==> config.mk <==
export PLATFORM = sky130hd
export DESIGN_NAME = send_output_file_flat
export DESIGN_NICKNAME = d
export VERILOG_FILES = /design/src/rtl/send_output_file_if.sv /design/src/rtl/send_output_file.sv /design/src/flat_wrapper.sv
export SDC_FILE = /design/constraint.sdc
export NUM_CORES = 1
export LEC_CHECK = 0
export CAP_MARGIN = 20
export CORE_MARGIN = 3
export CORE_UTILIZATION = 45
export DETAILED_ROUTE_END_ITERATION = 10
export GPL_ROUTABILITY_DRIVEN = 0
export PLACE_DENSITY = 0.72
export SYNTH_ARGS = -nofsm -noshare
export SYNTH_HDL_FRONTEND = slang
export SYNTH_SLANG_ARGS = --single-unit
==> constraint.sdc <==
create_clock -name clk -period 2.4 [get_ports clk]
set_input_delay 0.48 -clock clk [delete_from_list [all_inputs] [get_ports clk]]
set_output_delay 0.48 -clock clk [all_outputs]
set_load 0.01 [all_outputs]
==> src/rtl/send_output_file_if.sv <==
// send_output_file_if: start/memory/UART-TX/status bundle for the bit-memory dumper.
interface send_output_file_if #(parameter int ADDR_W = 10);
  logic start;
  logic [ADDR_W-1:0] mem_addr;
  logic mem_q;
  logic [7:0] tx_data;
  logic tx_trmt;
  logic tx_done;
  logic busy;
  logic done;
  modport master(output start, mem_q, tx_done, input mem_addr, tx_data, tx_trmt, busy, done);
  modport slave(input start, mem_q, tx_done, output mem_addr, tx_data, tx_trmt, busy, done);
endinterface

==> src/rtl/send_output_file.sv <==
// send_output_file: packs the bit memory LSB-first into bytes and streams them to the UART TX.
// Optional SEND_CHECKSUM_EN appends one mod-256 sum byte after the data bytes.
module send_output_file #(
  parameter int NUM_BITS = 784,
  parameter int ADDR_W = 10
) (
  input logic clk,
  input logic rst,
  send_output_file_if.slave bus
);
  localparam int NUM_BYTES = NUM_BITS / 8;
  localparam int KW = NUM_BYTES > 1 ? $clog2(NUM_BYTES) : 1;
  typedef enum logic [2:0] {IDLE, FETCH, CAPTURE, SEND, WAIT_TX, FINISH} state_t;
  state_t state;
  logic [KW-1:0] k;
  logic [2:0] j;
  logic [7:0] shreg;
  logic last;
`ifdef SEND_CHECKSUM_EN
  logic [7:0] checksum;
  logic ck_phase;
`endif
  assign last = k == KW'(NUM_BYTES - 1);
  // mem_addr walks 8k+j by increment: the last address of byte k is one below byte k+1's first
  always_ff @(posedge clk) begin
    if (rst) begin
      state <= IDLE;
      k <= '0;
      j <= '0;
      shreg <= '0;
      bus.mem_addr <= '0;
      bus.tx_data <= '0;
      bus.tx_trmt <= 1'b0;
      bus.busy <= 1'b0;
      bus.done <= 1'b0;
`ifdef SEND_CHECKSUM_EN
      checksum <= '0;
      ck_phase <= 1'b0;
`endif
    end else begin
      bus.tx_trmt <= 1'b0;
      bus.done <= 1'b0;
      case (state)
        IDLE: if (bus.start) begin
          state <= FETCH;
          k <= '0;
          j <= '0;
          bus.busy <= 1'b1;
          bus.mem_addr <= '0;
`ifdef SEND_CHECKSUM_EN
          checksum <= '0;
          ck_phase <= 1'b0;
`endif
        end
        FETCH: begin
          if (j != 3'd0) shreg <= {bus.mem_q, shreg[7:1]};
          j <= j + 3'd1;
          if (j == 3'd7) state <= CAPTURE;
          else bus.mem_addr <= bus.mem_addr + ADDR_W'(1);
        end
        CAPTURE: begin
          shreg <= {bus.mem_q, shreg[7:1]};
          bus.tx_data <= {bus.mem_q, shreg[7:1]};
          bus.tx_trmt <= 1'b1;
          state <= SEND;
        end
        SEND: begin
`ifdef SEND_CHECKSUM_EN
          if (!ck_phase) checksum <= checksum + shreg;
`endif
          state <= WAIT_TX;
        end
        WAIT_TX: if (bus.tx_done) begin
          if (!last) begin
            k <= k + KW'(1);
            bus.mem_addr <= bus.mem_addr + ADDR_W'(1);
            state <= FETCH;
          end
`ifdef SEND_CHECKSUM_EN
          else if (!ck_phase) begin
            ck_phase <= 1'b1;
            bus.tx_data <= checksum;
            bus.tx_trmt <= 1'b1;
            state <= SEND;
          end
`endif
          else begin
            bus.done <= 1'b1;
            state <= FINISH;
          end
        end
        FINISH: begin
          bus.busy <= 1'b0;
          bus.mem_addr <= '0;
          state <= IDLE;
        end
        default: state <= IDLE;
      endcase
    end
  end
endmodule

==> src/flat_wrapper.sv <==
// flat-port wrapper written by rule: the top's interface ports become plain ports
module send_output_file_flat 
#(
  parameter int NUM_BITS = 784,
  parameter int ADDR_W = 10
)
  (clk, rst, bus_start, bus_mem_q, bus_tx_done, bus_mem_addr, bus_tx_data, bus_tx_trmt, bus_busy, bus_done);
  send_output_file_if #(.ADDR_W(ADDR_W)) bus_i ();
  input logic clk;
  input logic rst;
  input wire logic [$bits(bus_i.start)-1:0] bus_start;
  input wire logic [$bits(bus_i.mem_q)-1:0] bus_mem_q;
  input wire logic [$bits(bus_i.tx_done)-1:0] bus_tx_done;
  output wire logic [$bits(bus_i.mem_addr)-1:0] bus_mem_addr;
  output wire logic [$bits(bus_i.tx_data)-1:0] bus_tx_data;
  output wire logic [$bits(bus_i.tx_trmt)-1:0] bus_tx_trmt;
  output wire logic [$bits(bus_i.busy)-1:0] bus_busy;
  output wire logic [$bits(bus_i.done)-1:0] bus_done;
  assign bus_i.start = bus_start;
  assign bus_i.mem_q = bus_mem_q;
  assign bus_i.tx_done = bus_tx_done;
  assign bus_mem_addr = bus_i.mem_addr;
  assign bus_tx_data = bus_i.tx_data;
  assign bus_tx_trmt = bus_i.tx_trmt;
  assign bus_busy = bus_i.busy;
  assign bus_done = bus_i.done;
  send_output_file #(.NUM_BITS(NUM_BITS), .ADDR_W(ADDR_W)) u_core (.clk(clk), .rst(rst), .bus(bus_i));
endmodule
[Yosys cells after proc, flatten, opt, wreduce, memory -nomap -nowiden]
Index checks and enable logic that the tools add are counted.
Storage, ports and cells
  bits in registers: 42
  bits of input ports: 5
  output and inout bits: 21
  word-level logic and storage cells: 63
Operators by class
  add/sub/neg operators: 3
  equal/unequal tests: 13
  mux-type cells: 22
  bitwise logic cells: 2
  reductions and logical operators: 14
Operators by type and width (number)
  $mux 10: 4
  $pmux 10 s4: 1
  $mux 7: 3
  $pmux 8 s2: 1
  $mux 3: 5
  $pmux 3 s5: 1
  $pmux 7 s2: 1
  $add 10x1->10 const B: 1
  $eq 3x3->1 const B: 3
  $mux 8: 1
  $ne 2x2->1 const B: 4
  $reduce_bool 2->1: 4
  $add 7x1->7 const B: 1
  $eq 7x7->1 const B: 1
  $eq 3x2->1 const B: 2
  $pmux 3 s2: 1
  $reduce_and 2->1: 3
  $reduce_and 5->1: 1
  $ne 2x1->1 const B: 2
  $reduce_and 4->1: 1
  $reduce_bool 4->1: 1
  $add 3x1->3 const B: 1
  $eq 3x1->1 const B: 1
  $logic_not 3->1: 1
  6 further kinds: 9

[Longest topological paths before layout]
Gate-level depths: netlist of run 1.
  depth in word-level cells: 4
  depth in mapped cells: 6

[Worst setup path before layout of run 1]
No wires, ideal clock.
  path type: register -> register
  start: reg u_core.k[2]
  end: reg u_core.bus.mem_addr[2]
  library setup time: 0.119 ns
  data arrival time: 1.765 ns
  path slack: 0.516 ns
  stages on the path, launching flop included: 6
  path buffers: 1
  cells stage by stage: dfxtp_1 or4b_1 buf_2 or3_4 and4_1 o221a_1
Between the ends
  word-level cells in the longest chain between the ends: 3
RTL lines
  from (decl): line send_output_file.sv:15  | logic [KW-1:0] k;
  from (signal assigned): line send_output_file.sv:75  | k <= k + KW'(1);
  $eq 7x7->1: line send_output_file.sv:23  | assign last = k == KW'(NUM_BYTES - 1);
  $ne 2x2->1 (no source line)
  $reduce_and 5->1 (no source line)
  to (signal assigned): line send_output_file.sv:59  | else bus.mem_addr <= bus.mem_addr + ADDR_W'(1);
  to (signal assigned): line send_output_file.sv:76  | bus.mem_addr <= bus.mem_addr + ADDR_W'(1);
  to (decl): line send_output_file_if.sv:12  | modport slave(input start, mem_q, tx_done, output mem_addr, tx_data, tx_trmt, busy, done);
No other way between the ends.
A chain may end at the register's enable or synchronous reset.

[Worst setup path after layout of run 1]
  start: in bus_tx_done
  end: reg u_core.bus.mem_addr[6]
Between the ends
  word-level cells in the longest chain between the ends: 2
RTL lines
  from (decl): line flat_wrapper.sv:13  | input wire logic [$bits(bus_i.tx_done)-1:0] bus_tx_done;
  $ne 2x2->1 (no source line)
  $reduce_and 5->1 (no source line)
No other way between the ends.

==> metrics.md, run 1 <==
| Metric | Value |
|---|---|
| Status | `complete, no violations` |
| Pre-CTS setup slack | `102 ps` |
| Leak Pwr | `0.000822 uW` |
| DR DRC count | `0` |
| Drt first pass iters | `4` |
| Worst-case clock buffer depth | `2` |
| Routed len/inst | `14.5 um` |
| CP Data Required Time | `2640 ps` |
| Area of the mapped netlist | `2000 um^2` |
| Largest net degree at the start of global routing | `29` |
| Num rows | `23` |
| EDFF count, synth | `0` |
| Die X-Extent | `72.6 um` |
| Max Cap Viol | `0` |
| IO Count | `26` |
| Clk Latency, worst-skew pair | `290 ps` |
| CTS Hold Bufs | `0` |
| Ratio of cells with drive above 1 in the final layout | `0.103` |
| Final Setup Violations | `0` |
| Switching Share | `0.275` |
| Switching power | `368 uW` |
| Final WL | `4.53 mm` |
| Unique masters post-synth | `50` |
| Slew Limit Fails | `0` |
| Buffers added on ports | `25` |
| Clock sink count | `41` |
| Worst Path Max Fanout | `6` |
| HP Class | `flip-flop to flip-flop` |
| Die area | `5280 um^2` |
| Starting DRC count in detailed routing | `83` |
| Tot Pwr | `1340 uW` |
| Synth-to-Final Area Change | `20.6%` |
| Worst path arrival time | `2250 ps` |
| Sequential Power Share | `0.527` |
| Cell accounting for the most synthesized area | `dfxtp_1` |
| Worst hold slack | `475 ps` |
| Overall via count from detail_route | `1858` |
| Synth Net Count | `245` |
| Top-count cell post-synth | `dfxtp_1` |
| Mean area per synthesized cell | `8.54 um^2` |
| Shortest period the worst path allows | `2010 ps` |
| H-tree levels | `2` |
| Nets | `272` |
| Final worst setup slack | `392 ps` |
| Combinational Power Share | `0.144` |
| Clock slew at reported path FFs | `80 ps` |
| Overall Global Routing Usage | `0.182` |
| Worst Skew | `5.10 ps` |
| Setup bufs post-CTS | `0` |
| Mapped Cells | `234` |
| Critical Path Sink Type | `flip-flop` |
| Core area | `4140 um^2` |
| Critical setup path kind | `primary input to flip-flop` |
| Final Core Density | `0.582` |
| Power Density | `555 nW/um^2` |
| Initial Utilization | `0.482` |
| Share of the synthesized area in the top cell type | `0.411` |
| Post-synthesis register bit count | `41` |
| Unrepaired setup endpoints after global routing | `false` |
| Setup TNS | `0 ps` |
| Peak VDD IR | `0.364 mV` |
| Slew HR | `0.633` |
| Die height | `72.6 um` |
| Routed Antenna Nets | `0` |
| Synth top cells by count | `dfxtp_1, o21ai_0, a21oi_1` |
| Number of global-route vias before repair | `1688` |
| Initial antenna violation count | `0` |
| Peak Freq | `0.498 GHz` |
| Post_cts resized | `0` |
| TritonCTS buffer count | `5` |
| CTS tree | `done` |
| Top post-synthesis cells by area | `dfxtp_1, o21ai_0, a21oi_1, ha_1, nand3_1` |
| Post-synthesis sequential area ratio | `0.411` |
| Least-Margin Pin Slew | `548 ps` |
| Clk pwr share | `0.329` |
| First-pass GRT wire length | `7.69 mm` |
| Root buffer cell | `clkbuf_8` |
| Total global routing overflow | `0` |
| N_diodes | `0` |
| FF-to-FF setup slack | `390 ps` |
| Int Pwr | `969 uW` |
| Fin. Hold Viols | `0` |
| DR vias/cell | `5.96` |
| Synth Warn # | `0` |
| Prevailing post-synth register cell | `dfxtp_1` |
| Fraction of registers with async set/reset | `0` |
| Fin crit share | `0.837` |
| Final HPWL DP | `3.18 mm` |
| CP Launch Type | `primary input` |
## logic make-up (layout without fill, tap and decap cells)
kind of cell,after synthesis,in the layout,synth area share
and+or+nand+nor,79,79,0.214
AOI/OAI and AO/OA,81,81,0.274
buffers and inverters,23,51,0.0445
muxes,3,3,0.0157
xor gates and xnor gates,1,1,0.00438
DFF,41,41,0.411
adders and majority gates,6,6,0.0376
## placed cells by master, fill, tap and decap left out, types with 5 or more instances in the layout
master           synthesis  layout
ha_1                     6       6
nand3_1                 15      15
clkbuf_8                 0       5
a21oi_1                 22      22
o21ai_0                 25      25
dfxtp_1                 41      41
inv_1                    9       9
buf_4                    0       9
nand2_1                 16      16
clkdlybuf4s50_1          0      25
nor2_1                  14      14
## metrics by stage
step | cell area [um^2] | instances
floorplan | 2000 | 234
global placement | 2320 | 304
detailed placement | 2320 | 304
CTS | 2410 | 312
global route | 2410 | 312
finish | 2410 | 312
## layout make-up
cell class / instances / area, um^2
Clock inverter: 3 / 17.5
Fill cell: 402 / 1730
Clock buffer: 5 / 68.8
Multi-Input combinational cell: 170 / 1090
Tap cell: 50 / 62.6
Sequential cell: 41 / 821
Timing Repair Buffer: 34 / 318
Inverter: 9 / 33.8
## power by group through the flow
stage	Sequential [uW]	Combinational [uW]	Clock (uW)
global route	707	214	480
CTS	704	192	454
global placement	720	189	0
detailed placement	721	191	0
finish	705	192	440
floorplan	719	131	0
## path summary, 6_finish.rpt
check	start	endpoint	cells after the start
hold reg to reg	u_core.bus.tx_data[0]	u_core.bus.tx_data[0]	2
setup reg to reg	u_core.k[2]	u_core.bus.mem_addr[2]	4
setup / recovery	bus_tx_done	u_core.bus.mem_addr[6]	5
hold / removal	u_core.bus.tx_data[0]	u_core.bus.tx_data[0]	2
## flip-flops by register name, indices dropped and copies added, names as in the netlist
signal               count
u_core.state             3
u_core.bus.mem_addr     10
u_core.bus.done          1
u_core.shreg             7
u_core.j                 3
u_core.bus.tx_trmt       1
u_core.bus.busy          1
u_core.bus.tx_data       8
u_core.k                 7
## critical path, cell delays in order
cell,delay (ps)
clkdlybuf4s50_1,450
or4b_2,650
o211a_1,180
nand3_1,240
o221a_2,240
## routing by layer
layer,global-route usage,up-vias,routed length [um]
met5,0,-,0
met4,0.0738,0,64
met3,0.0427,6,147
met2,0.281,31,2140
met1,0.246,888,2180
li1,-,933,-
Note: power is estimated with default switching activity, not from simulation.
==> run 2, diff against run 1 <==
==> constraint.sdc (replaced) <==
create_clock -name clk -period 2 [get_ports clk]
set_input_delay 0.4 -clock clk [delete_from_list [all_inputs] [get_ports clk]]
set_output_delay 0.4 -clock clk [all_outputs]
set_load 0.01 [all_outputs]
==> run 2 against run 1 <==
  * Worst setup slack got worse by 300 ps
  * Register-to-register slack got worse by 270 ps
  * Non-clock buffer count rose by 8
  * Critical path depth did not move
  * Clock power rose by 52%
  * Largest cell class unchanged
==> metrics.md, run 2 (synthesized netlist as in run 1, its figures left out) <==
| Metric | Value |
|---|---|
| WP depth | `5 (unchanged)` |
| Leak Pwr | `0.000880 uW (was 0.000822 uW)` |
| Num rows | `23 (unchanged)` |
| Final HPWL DP | `3.21 mm (was 3.18 mm)` |
| Core area | `4140 um^2 (unchanged)` |
| Biggest register | `u_core.bus.mem_addr (unchanged)` |
| Routed Antenna Nets | `0 (unchanged)` |
| Power Density | `696 nW/um^2 (was 555 nW/um^2)` |
| DR vias/cell | `5.88 (was 5.96)` |
| Unrepaired setup endpoints after global routing | `false (unchanged)` |
| CP max-delay cell | `or4b_2 (unchanged)` |
| DR DRC count | `0 (unchanged)` |
| Starting DRC count in detailed routing | `150 (was 83)` |
| Root buffer cell | `clkbuf_8 (unchanged)` |
| Least-Margin Pin Slew | `536 ps (was 548 ps)` |
| Ratio of cells with drive above 1 in the final layout | `0.133 (was 0.103)` |
| Clock sink count | `41 (unchanged)` |
| Overall via count from detail_route | `1880 (was 1858)` |
| Final Setup Violations | `0 (unchanged)` |
| Cell family with most CP delay | `simple AND/OR/NAND/NOR gates (unchanged)` |
| Max Cap Viol | `0 (unchanged)` |
| IO Count | `26 (unchanged)` |
| Critical setup path kind | `primary input to flip-flop (unchanged)` |
| Shortest period the worst path allows | `1910 ps` |
| Met3 wire length | `188 um (was 147 um)` |
| WL met2 | `2.11 mm (was 2.14 mm)` |
| Drt first pass iters | `4 (unchanged)` |
| Fin. Hold Viols | `0 (unchanged)` |
| Slew Limit Fails | `0 (unchanged)` |
| Worst Skew | `7.39 ps (was 5.10 ps)` |
| Die X-Extent | `72.6 um (unchanged)` |
| Worst path bufs/invs | `1 (unchanged)` |
| Reg2Reg Depth | `7 (was 4)` |
| Initial Utilization | `0.482 (unchanged)` |
| Worst Path Max Fanout | `5 (was 6)` |
| First-pass GRT wire length | `7.85 mm (was 7.69 mm)` |
| Overall Global Routing Usage | `0.185 (was 0.182)` |
| Die height | `72.6 um (unchanged)` |
| Area after DPL | `2400 um^2 (was 2320 um^2)` |
| TritonCTS buffer count | `5 (unchanged)` |
| M1 WL | `2.20 mm (was 2.18 mm)` |
| Slew HR | `0.641 (was 0.633)` |
| Number of global-route vias before repair | `1758 (was 1688)` |
| CTS tree | `done (unchanged)` |
| Worst path arrival time | `2110 ps (was 2250 ps)` |
| Number of flip-flops in the largest register | `10 (unchanged)` |
| Placed insts | `312 (was 304)` |
| H-tree levels | `2 (unchanged)` |
| Nets | `280 (was 272)` |
| Total global routing overflow | `0 (unchanged)` |
| Design area | `2520 um^2 (was 2410 um^2)` |
| Fin crit share | `0.956` |
| Synth-to-Final Area Change | `26.4% (was 20.6%)` |
| Peak VDD IR | `0.423 mV (was 0.364 mV)` |
| CP max stage delay | `670 ps (was 650 ps)` |
| Die area | `5280 um^2 (unchanged)` |
| Critical Path Sink Type | `flip-flop (unchanged)` |
| Setup TNS | `0 ps (unchanged)` |
| CP Launch Type | `primary input (unchanged)` |
| Routed len/inst | `14.3 um (was 14.5 um)` |
| Setup bufs post-CTS | `0 (unchanged)` |
| Finished Layout Cells | `320 (was 312)` |
| Crit path cell chain | `clkdlybuf4s50_1 > or4b_2 > o211a_1 > and4_1 > o221a_1 (was clkdlybuf4s50_1 > or4b_2 > o211a_1 > nand3_1 > o221a_2)` |
| Clk Latency, worst-skew pair | `300 ps (was 290 ps)` |
| Final WL | `4.57 mm (was 4.53 mm)` |
| Clock slew at reported path FFs | `80 ps (about the same)` |
| Final Core Density | `0.609 (was 0.582)` |
| CP Data Required Time | `2200 ps (was 2640 ps)` |
| Regs by FF count | `u_core.bus.mem_addr (10), u_core.bus.tx_data (8) (unchanged)` |
| HP Class | `flip-flop to flip-flop (unchanged)` |
| Status | `complete, no violations (unchanged)` |
| Largest net degree at the start of global routing | `38 (was 29)` |
| Most frequent cells in the layout | `dfxtp_1, o21ai_0, clkdlybuf4s50_1 (unchanged)` |
| Initial antenna violation count | `0 (unchanged)` |
| N_diodes | `0 (unchanged)` |
| Max Used Layer | `met4 (unchanged)` |
| Hold Path Cell Cnt | `2 (unchanged)` |
| Buffers added on ports | `25 (unchanged)` |
| Worst-case clock buffer depth | `2 (unchanged)` |
| FF-to-FF setup slack | `120 ps (was 390 ps)` |
| Commonest non-fill, non-tap cell in the layout | `dfxtp_1 (unchanged)` |
| Peak Freq | `0.523 GHz` |
## run 2: changes by cell type in the layout (fill, tap and decap cells not counted), sizes merged
cell,before,now
bufinv,0,1
clkinv,2,1
buf,9,17
## run 2: tightest hold or removal path, cell delays in order (launching register included)
cell     delay [ps]
dfxtp_1         330
nand2_1          60
a21oi_1          50
## run 2: area by class of cell
cell class	instances	area, um^2
Fill cell	365	1620
Multi-Input combinational cell	170	1100
Sequential cell	41	821
Timing Repair Buffer	42	390
Clock buffer	5	68.8
Tap cell	50	62.6
Clock inverter	3	46.3
Inverter	9	33.8
## run 2: through the flow
stage	power (uW)	hold WS (ps)	worst slack [ps]
floorplan	1020	428	116
global placement	1100	456	-166
detailed placement	1100	462	-169
CTS	1760	469	71.4
global route	1830	497	4.55
finish	1760	469	87.6
## run 2: report_power, final
group | leakage [uW] | switching (uW) | internal (uW)
Sequential | 0.000331 | 13.7 | 830
Clock | 0.0000543 | 296 | 373
Combinational | 0.000494 | 143 | 100
Total | 0.000880 | 453 | 1300
## run 2: path summary, 6_finish.rpt
kind | from | to
hold reg to reg | u_core.shreg[7] | u_core.bus.tx_data[6]
hold / removal | u_core.shreg[7] | u_core.bus.tx_data[6]
setup / recovery | bus_tx_done | u_core.bus.mem_addr[2]
setup reg to reg | u_core.j[0] | u_core.bus.mem_addr[0]
## run 2: layer usage
layer  vias to the layer above  global-route usage
li1                        952                   -
met1                       883               0.244
met2                        37               0.290
met3                         8              0.0344
met4                         0              0.0902
met5                         -                   0
## run 2: timing repair
action                     in CTS  in global routing
hold buffers                    0                  0
setup endpoints to repair       0                  3
resized for setup               0                  2
==> run 3, diff against run 2 <==
--- a/config.mk
+++ b/config.mk
@@ -7,10 +7,10 @@
 export LEC_CHECK = 0
 export CAP_MARGIN = 20
 export CORE_MARGIN = 3
-export CORE_UTILIZATION = 45
+export CORE_UTILIZATION = 54
 export DETAILED_ROUTE_END_ITERATION = 10
 export GPL_ROUTABILITY_DRIVEN = 0
-export PLACE_DENSITY = 0.72
+export PLACE_DENSITY = 0.83
 export SYNTH_ARGS = -nofsm -noshare
 export SYNTH_HDL_FRONTEND = slang
 export SYNTH_SLANG_ARGS = --single-unit
==> run 3 against run 2 <==
  * Clock power is 3.4% higher
  * Combinational power is 2% lower
  * Sequential power is 0.6% higher
  * Total power is 1.3% higher
  * Critical endpoint is now u_core.bus.mem_addr[0]
  * Critical path type is now flip-flop to flip-flop
  * Utilization is 12 points higher
  * Wire length is 4.6% higher
==> metrics.md, run 3 (synthesized netlist as in run 1, its figures left out) <==
| Metric | Value |
|---|---|
| Finished Layout Cells | `314 (was 320)` |
| Root buffer cell | `clkbuf_8 (unchanged)` |
| Overall via count from detail_route | `1912 (was 1880)` |
| Final HPWL DP | `3.23 mm (was 3.21 mm)` |
| Clk pwr share | `0.390 (was 0.381)` |
| Sequential Power Share | `0.477 (was 0.480)` |
| Die area | `4470 um^2 (was 5280 um^2)` |
| Switching Share | `0.250 (was 0.258)` |
| Synth-to-Final Area Change | `25.2% (was 26.4%)` |
| Clock slew at reported path FFs | `80 ps (about the same)` |
| Least-Margin Pin Slew | `565 ps (was 536 ps)` |
| Status | `complete, no violations (unchanged)` |
| Shortest period the worst path allows | `1920 ps (was 1910 ps)` |
| Fin crit share | `0.961 (was 0.956)` |
| IO Count | `26 (unchanged)` |
| Buffers added on ports | `25 (unchanged)` |
| Nets | `278 (was 280)` |
| Design area | `2500 um^2 (was 2520 um^2)` |
| Final Setup Violations | `0 (unchanged)` |
| Clock sink count | `41 (unchanged)` |
| Routed len/inst | `15.2 um (was 14.3 um)` |
| Critical Path Sink Type | `flip-flop (unchanged)` |
| CTS tree | `done (unchanged)` |
| Switching power | `445 uW (was 453 uW)` |
| Tot Pwr | `1780 uW (was 1760 uW)` |
| Die X-Extent | `66.8 um (was 72.6 um)` |
| TritonCTS buffer count | `5 (unchanged)` |
| Largest net degree at the start of global routing | `32 (was 38)` |
| Num rows | `21 (was 23)` |
| First-pass GRT wire length | `8.05 mm (was 7.85 mm)` |
| Overall Global Routing Usage | `0.233 (was 0.185)` |
| Core area | `3440 um^2 (was 4140 um^2)` |
| Placed insts | `306 (was 312)` |
| Fin. Hold Viols | `0 (unchanged)` |
| Ratio of cells with drive above 1 in the final layout | `0.131 (was 0.133)` |
| Initial antenna violation count | `0 (unchanged)` |
| Max Cap Viol | `0 (unchanged)` |
| Critical setup path kind | `flip-flop to flip-flop (was primary input to flip-flop)` |
| Leak Pwr | `0.000868 uW (was 0.000880 uW)` |
| CP Launch Type | `flip-flop (was primary input)` |
| Die height | `66.8 um (was 72.6 um)` |
| Final worst setup slack | `79.0 ps (was 87.6 ps)` |
| Most frequent cells in the layout | `dfxtp_1, o21ai_0, clkdlybuf4s50_1 (unchanged)` |
| Routed Antenna Nets | `0 (unchanged)` |
| Combinational Power Share | `0.133 (was 0.138)` |
| Number of flip-flops in the largest register | `10 (unchanged)` |
| HP Class | `flip-flop to flip-flop (unchanged)` |
| Slew HR | `0.622 (was 0.641)` |
| Worst-case clock buffer depth | `2 (unchanged)` |
| Pre-CTS setup slack | `-199 ps (was -169 ps)` |
| Peak VDD IR | `0.521 mV (was 0.423 mV)` |
| CP Data Required Time | `2220 ps (was 2200 ps)` |
| Slew Limit Fails | `0 (unchanged)` |
| Int Pwr | `1340 uW (was 1300 uW)` |
| Number of global-route vias before repair | `1790 (was 1758)` |
| N_diodes | `0 (unchanged)` |
| Worst Skew | `4.93 ps (was 7.39 ps)` |
| Total global routing overflow | `0 (unchanged)` |
| Commonest non-fill, non-tap cell in the layout | `dfxtp_1 (unchanged)` |
| DR vias/cell | `6.09 (was 5.88)` |
| Initial Utilization | `0.581 (was 0.482)` |
| Starting DRC count in detailed routing | `116 (was 150)` |
| Worst Path Max Fanout | `5 (unchanged)` |
| DR DRC count | `0 (unchanged)` |
| Area after DPL | `2380 um^2 (was 2400 um^2)` |
| Clk Latency, worst-skew pair | `290 ps (was 300 ps)` |
| Regs by FF count | `u_core.bus.mem_addr (10), u_core.bus.tx_data (8) (unchanged)` |
| Drt first pass iters | `5 (was 4)` |
| Final WL | `4.78 mm (was 4.57 mm)` |
| CTS Hold Bufs | `0 (unchanged)` |
| Worst path arrival time | `2140 ps (was 2110 ps)` |
| H-tree levels | `2 (unchanged)` |
| Power Density | `712 nW/um^2 (was 696 nW/um^2)` |
| Biggest register | `u_core.bus.mem_addr (unchanged)` |
| Worst hold slack | `472 ps (was 469 ps)` |
| Peak Freq | `0.521 GHz (was 0.523 GHz)` |
-- run 3: cell count changes in the layout (fill, tap and decap cells not counted) --
cell	delta
buf_4	-2
clkbuf_8	+1
clkinv_4	-1
ha_1	-1
ha_2	+1
nand2_1	-1
nand2_2	+1
nand3_1	+1
nand3_2	-1
o211ai_2	+1
o211ai_4	-1
-- run 3: final timing paths --
check	startpoint	end	slack, ps	cells past startpoint
worst max-delay path	u_core.j[0]	u_core.bus.mem_addr[0]	80	7
worst min-delay path	u_core.shreg[1]	u_core.bus.tx_data[0]	470	2
worst max register to register	u_core.j[0]	u_core.bus.mem_addr[0]	80	7
worst min register to register	u_core.shreg[1]	u_core.bus.tx_data[0]	470	2
-- run 3: power groups by stage --
stage	registers [uW]	clock network, uW	logic (uW)
after CTS	849	701	234
after global placement	868	0	228
after global routing	852	739	263
after floorplan	863	0	157
final	849	693	237
after detailed placement	868	0	231
-- run 3: layout make-up --
class,instances,area [um^2]
Clock buffer,6,82.6
Multi-Input combinational cell,170,1090
Fill cell,261,941
Sequential cell,41,821
Tap cell,46,57.6
Timing Repair Buffer,40,375
Clock inverter,2,37.5
Inverter,9,33.8
-- run 3: per-stage QoR --
stage / util / TNS (ps)
finish: 0.727 / 0
global route: 0.727 / -17.9
CTS: 0.725 / 0
detailed placement: 0.690 / -1640
global placement: 0.690 / -1390
floorplan: - / 0
-- run 3: what timing repair did --
item | CTS | global route
endpoints found under the setup margin | 0 | 2
setup buffers | 0 | 0
gates resized for setup | 0 | 2
-- run 3: critical path: stages, from the launching register on --
cell and delay [ps]:
dfxtp_1 330, ha_1 220, ha_2 230, nand2_2 120
o211ai_2 140, buf_4 180, or4_1 490, a21oi_1 140
-- run 3: metal layers --
| layer | vias up | wire, um | track usage | share of wire |
|---|---|---|---|---|
| li1 | 945 | - | - | - |
| met1 | 906 | 2100 | 0.285 | 0.44 |
| met2 | 57 | 2410 | 0.397 | 0.50 |
| met3 | 4 | 235 | 0.0556 | 0.049 |
| met4 | 0 | 44 | 0.0787 | 0.0092 |
| met5 | - | 0 | 0 | 0 |
